$ cat config.mk
export PLATFORM = sky130hd
export DESIGN_NAME = fetch_stage
export DESIGN_NICKNAME = d
export VERILOG_FILES = /design/src/rtl/rv_pipe_pkg.sv /design/src/rtl/if_id_reg.sv /design/src/rtl/fetch_stage.sv
export SDC_FILE = /design/constraint.sdc
export NUM_CORES = 1
export LEC_CHECK = 0
export ABC_AREA = 1
export CAP_MARGIN = 20
export CORE_MARGIN = 3
export CORE_UTILIZATION = 35
export DETAILED_ROUTE_END_ITERATION = 12
export PLACE_DENSITY = 0.75
export RECOVER_POWER = 50
export REMOVE_ABC_BUFFERS = 1
export SETUP_SLACK_MARGIN = 0.02
export SYNTH_ARGS = -nofsm -noshare
export SYNTH_HDL_FRONTEND = slang
export SYNTH_SLANG_ARGS = --single-unit
$ cat constraint.sdc
create_clock -name clk -period 2 [get_ports clk]
set_clock_uncertainty 0.1 [all_clocks]
set_input_delay 0.4 -clock clk [delete_from_list [all_inputs] [get_ports clk]]
set_output_delay 0.4 -clock clk [all_outputs]
set_load 0.005 [all_outputs]
$ cat src/rtl/rv_pipe_pkg.sv
// Shared pipeline definitions: NOP encoding, fetch fault causes, fetch FSM states
// and the IF/ID register payload shared with decode.
package rv_pipe_pkg;

   localparam logic [31:0] NOP_INSTR = 32'h0000_0013;

   typedef enum logic [1:0] {
      FAULT_NONE     = 2'b00,
      FAULT_MISALIGN = 2'b01,
      FAULT_RANGE    = 2'b10
   } fault_cause_t;

   typedef enum logic {
      ST_RUN  = 1'b0,
      ST_HALT = 1'b1
   } fetch_state_t;

   typedef struct packed {
      logic        valid;
      logic [31:0] pc;
      logic [31:0] instr;
      logic [31:0] pc_plus4;
   } if_id_t;

endpackage

$ cat src/rtl/if_id_reg.sv
// IF/ID pipeline register with load, bubble and hold controls.
// A bubble clears valid and forces NOP but keeps pc/pc_plus4 for debug visibility.
module if_id_reg
   import rv_pipe_pkg::*;
(
   input  logic   clk,
   input  logic   rst,
   input  logic   load,
   input  logic   bubble,
   input  if_id_t d,
   output if_id_t q
);

   always_ff @(posedge clk) begin
      if (rst) begin
         q.valid    <= 1'b0;
         q.pc       <= '0;
         q.instr    <= NOP_INSTR;
         q.pc_plus4 <= '0;
      end else if (bubble) begin
         q.valid <= 1'b0;
         q.instr <= NOP_INSTR;
      end else if (load) begin
         q <= d;
      end
   end

endmodule

$ cat src/rtl/fetch_stage.sv
// Instruction-fetch stage: PC register, next-PC selection, fetch fault detection
// with a sticky HALT state, IF/ID capture and a retired-fetch counter.
module fetch_stage
   import rv_pipe_pkg::*;
#(
   parameter logic [31:0] RESET_PC   = 32'h0000_0000,
   parameter int unsigned IMEM_DEPTH = 64
)(
   input  logic        clk,
   input  logic        rst,
   output logic [31:0] imem_addr,
   input  logic [31:0] imem_rdata,
   input  logic        stall,
   input  logic        redirect_valid,
   input  logic [31:0] redirect_target,
   output logic        if_id_valid,
   output logic [31:0] if_id_pc,
   output logic [31:0] if_id_instr,
   output logic [31:0] if_id_pc_plus4,
   output logic        halted,
   output logic [1:0]  fault_cause,
   output logic [31:0] fetch_count
);

   fetch_state_t state_q, state_next;
   fault_cause_t cause_q, cause_next;
   logic [31:0]  pc_q, pc_next;
   logic [31:0]  count_q;
   logic         count_inc;
   logic         ifid_load, ifid_bubble;
   logic [31:0]  pc_plus4;
   logic [31:0]  word_idx;
   logic         misaligned, out_of_range;
   if_id_t       ifid_d, ifid_q;

   assign pc_plus4     = pc_q + 32'd4;
   assign word_idx     = {2'b00, pc_q[31:2]};
   assign misaligned   = (pc_q[1:0] != 2'b00);
   assign out_of_range = (word_idx >= IMEM_DEPTH);

   always_comb begin
      ifid_d.valid    = 1'b1;
      ifid_d.pc       = pc_q;
      ifid_d.instr    = imem_rdata;
      ifid_d.pc_plus4 = pc_plus4;
   end

   always_ff @(posedge clk) begin
      if (rst) begin
         state_q <= ST_RUN;
         cause_q <= FAULT_NONE;
         pc_q    <= RESET_PC;
         count_q <= '0;
      end else begin
         state_q <= state_next;
         cause_q <= cause_next;
         pc_q    <= pc_next;
         if (count_inc) count_q <= count_q + 32'd1;
      end
   end

   // Redirect outranks both stall and the fault check; the new PC is checked next cycle.
   always_comb begin
      state_next  = state_q;
      cause_next  = cause_q;
      pc_next     = pc_q;
      ifid_load   = 1'b0;
      ifid_bubble = 1'b0;
      count_inc   = 1'b0;
      unique case (state_q)
         ST_RUN: begin
            if (redirect_valid) begin
               pc_next     = redirect_target;
               ifid_bubble = 1'b1;
            end else if (stall) begin
               pc_next = pc_q;
            end else if (misaligned || out_of_range) begin
               ifid_bubble = 1'b1;
               state_next  = ST_HALT;
               cause_next  = misaligned ? FAULT_MISALIGN : FAULT_RANGE;
            end else begin
               pc_next   = pc_plus4;
               ifid_load = 1'b1;
               count_inc = 1'b1;
            end
         end
         ST_HALT: begin
            ifid_bubble = 1'b1;
         end
         default: begin
            state_next = ST_RUN;
         end
      endcase
   end

   if_id_reg u_if_id_reg (
      .clk    (clk),
      .rst    (rst),
      .load   (ifid_load),
      .bubble (ifid_bubble),
      .d      (ifid_d),
      .q      (ifid_q)
   );

   assign imem_addr      = pc_q;
   assign if_id_valid    = ifid_q.valid;
   assign if_id_pc       = ifid_q.pc;
   assign if_id_instr    = ifid_q.instr;
   assign if_id_pc_plus4 = ifid_q.pc_plus4;
   assign halted         = (state_q == ST_HALT);
   assign fault_cause    = cause_q;
   assign fetch_count    = count_q;

endmodule

# Word level (Yosys, flattened, before mapping)
# Cells that the tools add are included.
[classes] bitwise=4 addsub=2 muxes=14 reduce_logical=6 n_eq_ne=2 n_lt_le_gt_ge=1
[ops] cell="32-bit 2-to-1 mux" n=3
[ops] cell="32-bit by 1-bit adder with 32-bit output (second input constant)" n=1
[ops] cell="32-bit by 3-bit adder with 32-bit output (second input constant)" n=1
[ops] cell="30-bit by 7-bit greater-or-equal comparator with 1-bit output (second input constant)" n=1
[ops] cell="1-bit 2-to-1 mux" n=9
[ops] cell="1-bit NOT" n=4
[ops] cell="4-bit AND reduction" n=1
[ops] cell="3-bit AND reduction" n=1
[ops] cell="2-bit 2-to-1 mux" n=1
[ops] cell="2-bit by 1-bit != test with 1-bit output (second input constant)" n=1
[ops] cell="2-bit != test (second input constant)" n=1
[ops] cell="1-bit case mux with 2 select lines" n=1
[ops] cell="2-bit AND reduction" n=1
[ops] cell="2-bit nonzero test" n=1
[ops] cell="2-bit OR reduction" n=1
[ops] cell="1-bit logical OR" n=1
[totals] input_bits=68 register_bits=164 out_inout_bits=164 wordCells=37

# Longest topological paths before layout
[logic_depth] depth_word=8 mapped_depth=11 mapped_depth_nobuf=11

# Cells and area by module
# A second synthesis with hierarchy kept.
[hier_totals] hier_cells=1347 hier_area_um2=8546.9
[by_module_without_submodules] module="fetch_stage" area_per_inst_um2=4579.4 cells_each=790 instances=1 seq_area_each_um2=1341.3
[by_module_without_submodules] module="if_id_reg" area_per_inst_um2=3967.6 cells_each=557 instances=1 seq_area_each_um2=1941.9

# Least setup slack after synthesis
# OpenSTA, ideal clock, no wires.
[synth_path] kind="register to register" start="reg count_q[0] (netlist: fetch_count[0])" end="reg count_q[16] (netlist: fetch_count[16])" synth_period_minus_slack_ps=1706 arrival_time_ps=1536 setup_slack_ps=294 path_buffers=0 t_required_ps=1830 path_stages_with_launch=9 setup_time_ps=70 cell_sequence="dfxtp_1 > ha_1 > inv_1 > nor2_1 > nand2_1 > nor2_1 > xor2_1 > nand2_1 > a21oi_1"
[synth_via] elab_chain_len=1
[synth_lines] item="start: declaration" line_no="fetch_stage.sv:28" text="logic [31:0] count_q;"
[synth_lines] item="start signal: assignment" line_no="fetch_stage.sv:58" text="if (count_inc) count_q <= count_q + 32'd1;"
[synth_lines] item="32-bit by 1-bit adder with 32-bit output" line_no="fetch_stage.sv:58"
# Every way passes these cells.
# A chain may end at the register's enable or synchronous reset.

# Final worst setup path
[layout_path] start="reg count_q[9] (netlist: fetch_count[9])" end="out fetch_count[9]"
[layout_rtl] item="end: declaration" line_no="fetch_stage.sv:22" text="output logic [31:0] fetch_count"
# No word-level cell between the ends.

==> reports/metrics.yaml <==
setup_path:
  reg2reg_slack_ns: 0.15
  crit_fanout: 5
  arrival_ns: 1.43
  path_delay_family: "buffers and inverters"
  r2r_start: "imem_addr[1]$_SDFFE_PP0P_"
  r2r-end: "fetch_count[8]$_SDFFE_PP0P_"
  worstSetupEndpointType: "primary output"
  cp_cell_sequence: "clkdlybuf4s50_1"
  crit_required_ns: 1.50
  cp_slowest_cell: "clkdlybuf4s50_1"
  path_class: "register to primary output"
  path_buf_inv: 1
  worstSetupStartpointType: "register"
  max_stage_delay_ns: 0.55
  worstRegToRegCells: 10
yosys:
  avgSynthCellArea_um2: 6.79
  synth_area_um2: 6930
  ys_seq_area_frac: 0.468
  postSynthCellCount: 1021
  ys_warn_count: 0
  synth.distinct_cells: 25
  synth-seq-cells: 162
drt:
  routed.top_layer: "met4"
  drt_iter0_drc: 393
  drc: 0
  finalWirelength_mm: 20.9
  postRouteAntennaNets: 0
  viasPerCell: 4.67
  wl_met1_mm: 8.61
  firstDrtPassIters: 5
  met3_length_mm: 2.18
  drt-wirelength-per-cell_um: 13.6
  vias: 7163
  wl_met2_mm: 9.70
global_routing:
  grt_pass1_wl_mm: 34.2
  grt_pass1_vias: 6857
  grt_overflow_total: 0
  grtUsageTotal: 0.192
  grt_max_degree: 60
  antenna_found_initial: 0
die:
  fp-row-count: 50
  dieWidth_um: 147
  initial_utilization: 0.363
  chipHeight_um: 147
  ioPinCount: 232
  die_area_um2: 21500
  coreArea_um2: 19100
pwr:
  vdd_drop_max_v: 0.000567
  cellPowerDensity_nw_per_um2: 700
  p_leak_nw: 4.32
place:
  hpwl_mm: 15.5
  place_ws_ns: -0.129
  place_area_um2: 9790
  port-buffer-count: 231
  place.gp.congestion: 0.911
clock_tree:
  htreeDepth: 4
  hold_buffers: 0
  tritoncts: "built"
  numCtsBuffers: 17
  cts-root-buf: "clkbuf_16"
  worstSkewPairLatency_ns: 0.43
  clockBufferDepth: 2
  post-cts-setup-buffers: 0
  clk_pin_slew_ns: 0.07
  clock-sinks: 162
worst_hold_path:
  min_from: "rst"
  hold_path_class: "input pin to register"
  hold_end: "u_if_id_reg.q[3]$_SDFFE_PP0P_"
  hold_depth: 2
timing:
  post-route-period-util: 0.963
  fin_hold_ws_ns: 0.106
  setup_viol: 0
  setup_tns_ns: 0
  report.final.hold_viol_count: 0
  report.final.slew_viol_count: 0
  fmax_mhz: 519
  fin_ws_ns: 0.0744
  rsz0062_at_grt: "false"
  tightest_slew_ns: 0.661
  max_slew_margin: 0.559
  min_period_ns: 1.93
finish:
  antenna_cells: 0
  fin_area_um2: 10400
  fillers: 1829
  syn_to_final_growth_pct: 49.7
  drive_above_1_share: 0.0761
  finalNetCount: 1333
run_status:
  run_status: "completed"
flow_run:
  cap_violations: 0
## power breakdown
group          total (W)  internal (W)  switching, W
combinational   0.000643      0.000332      0.000311
sequential       0.00333       0.00328     0.0000494
clock            0.00328       0.00170       0.00158
total            0.00726       0.00531       0.00194
## registers in the layout, indices dropped and copies added (netlist names)
register       count
fetch_count       32
fault_cause        2
u_if_id_reg.q     95
halted             1
imem_addr         32
## worst max path at each step
stage                                      start                              to  cells past startpoint
floorplan             imem_addr[28]$_SDFFE_PP0P_  u_if_id_reg.q[34]$_SDFFE_PP0P_                      9
global placement                  redirect_valid  u_if_id_reg.q[39]$_SDFFE_PP0P_                      8
detailed placement                redirect_valid  u_if_id_reg.q[35]$_SDFFE_PP0P_                      8
CTS                 fetch_count[24]$_SDFFE_PP0P_                 fetch_count[24]                      1
global route           imem_addr[9]$_SDFFE_PP0P_                    imem_addr[9]                      2
finish               fetch_count[9]$_SDFFE_PP0P_                  fetch_count[9]                      1
## synthesized netlist by cell type
cell / number / share of area
nand2_1: 400 / 0.22
dfxtp_1: 162 / 0.47
nor2_1: 162 / 0.088
a21oi_1: 91 / 0.066
nand3_1: 48 / 0.035
inv_1: 43 / 0.023
clkbuf_1: 28 / 0.015
buf_2: 18 / 0.013
nand3b_1: 16 / 0.017
xor2_1: 15 / 0.019
o21ai_0: 9 / 0.0065
buf_4: 4 / 0.0043
xnor2_1: 4 / 0.0051
buf_6: 3 / 0.0049
ha_1: 3 / 0.0054
inv_2: 3 / 0.0016
nor3_1: 3 / 0.0022
nand4_1: 2 / 0.0018
a31oi_1: 1 / 0.00090
clkbuf_2: 1 / 0.00072
nand3_2: 1 / 0.0014
nor2_2: 1 / 0.00090
nor2_4: 1 / 0.0016
o21a_1: 1 / 0.0011
o21ai_1: 1 / 0.00072
## per-stage QoR
stage               cells   util  total power [W]
floorplan             967      -          0.00364
global placement     1503  0.513          0.00405
detailed placement   1503  0.513          0.00406
CTS                  1535  0.545          0.00736
global route         1535  0.544          0.00754
finish               1535  0.544          0.00726
## kinds of logic after synthesis
kind of cell,after synthesis,share of synthesized area
adder cells (fa/ha/maj),3,0.00542
XOR/XNOR,19,0.0240
AO/OA/AOI/OAI,103,0.0750
buffers and inverters,100,0.0630
AND/OR/NAND/NOR,634,0.364
flip-flops,162,0.468
## timing repair
item,in CTS,in global routing
pin swaps,0,0
endpoints found under the setup margin,7,19
hold endpoints to repair,0,0
gates resized for setup,7,10
gates cloned,0,0
## metal layers
| layer | global-route usage | up-vias |
|---|---|---|
| li1 | - | 3666 |
| met1 | 0.228 | 3224 |
| met2 | 0.316 | 244 |
| met3 | 0.0796 | 29 |
| met4 | 0.0616 | 0 |
| met5 | 0 | - |
## cells in the final DEF (no fill, tap or decap)
master	count
a31oi_1	1
dlygate4sd3_1	111
nor2_1	160
clkbuf_16	17
clkinvlp_4	1
o21ai_0	9
nand2_1	400
a21oi_1	91
nor2_2	3
clkdlybuf4s50_1	117
nand4_1	2
clkbuf_1	2
nand3b_1	16
nor3_1	3
inv_2	2
inv_8	3
dfxtp_2	11
ha_1	3
nor2_4	1
clkbuf_4	1
o21a_1	1
inv_4	1
nand3_1	48
inv_1	43
inv_12	1
inv_6	5
clkinv_8	5
buf_4	31
xnor2_1	4
clkbuf_2	2
buf_6	3
xor2_1	15
dfxtp_1	151
nand3_4	1
o21ai_2	1
buf_12	8
dlygate4sd2_1	1
## cell type report
| type | count | area (um^2) | share of cell area |
|---|---|---|---|
| clock inverters | 15 | 183 | 0.0176 |
| well taps | 260 | 325 | 0.0314 |
| multi-input cells | 759 | 3260 | 0.315 |
| clock buffers | 17 | 425 | 0.0410 |
| flip-flops and latches | 162 | 3260 | 0.314 |
| inverters | 46 | 175 | 0.0169 |
| repair buffers | 276 | 2740 | 0.264 |
Note: power is estimated with default switching activity, not from simulation.
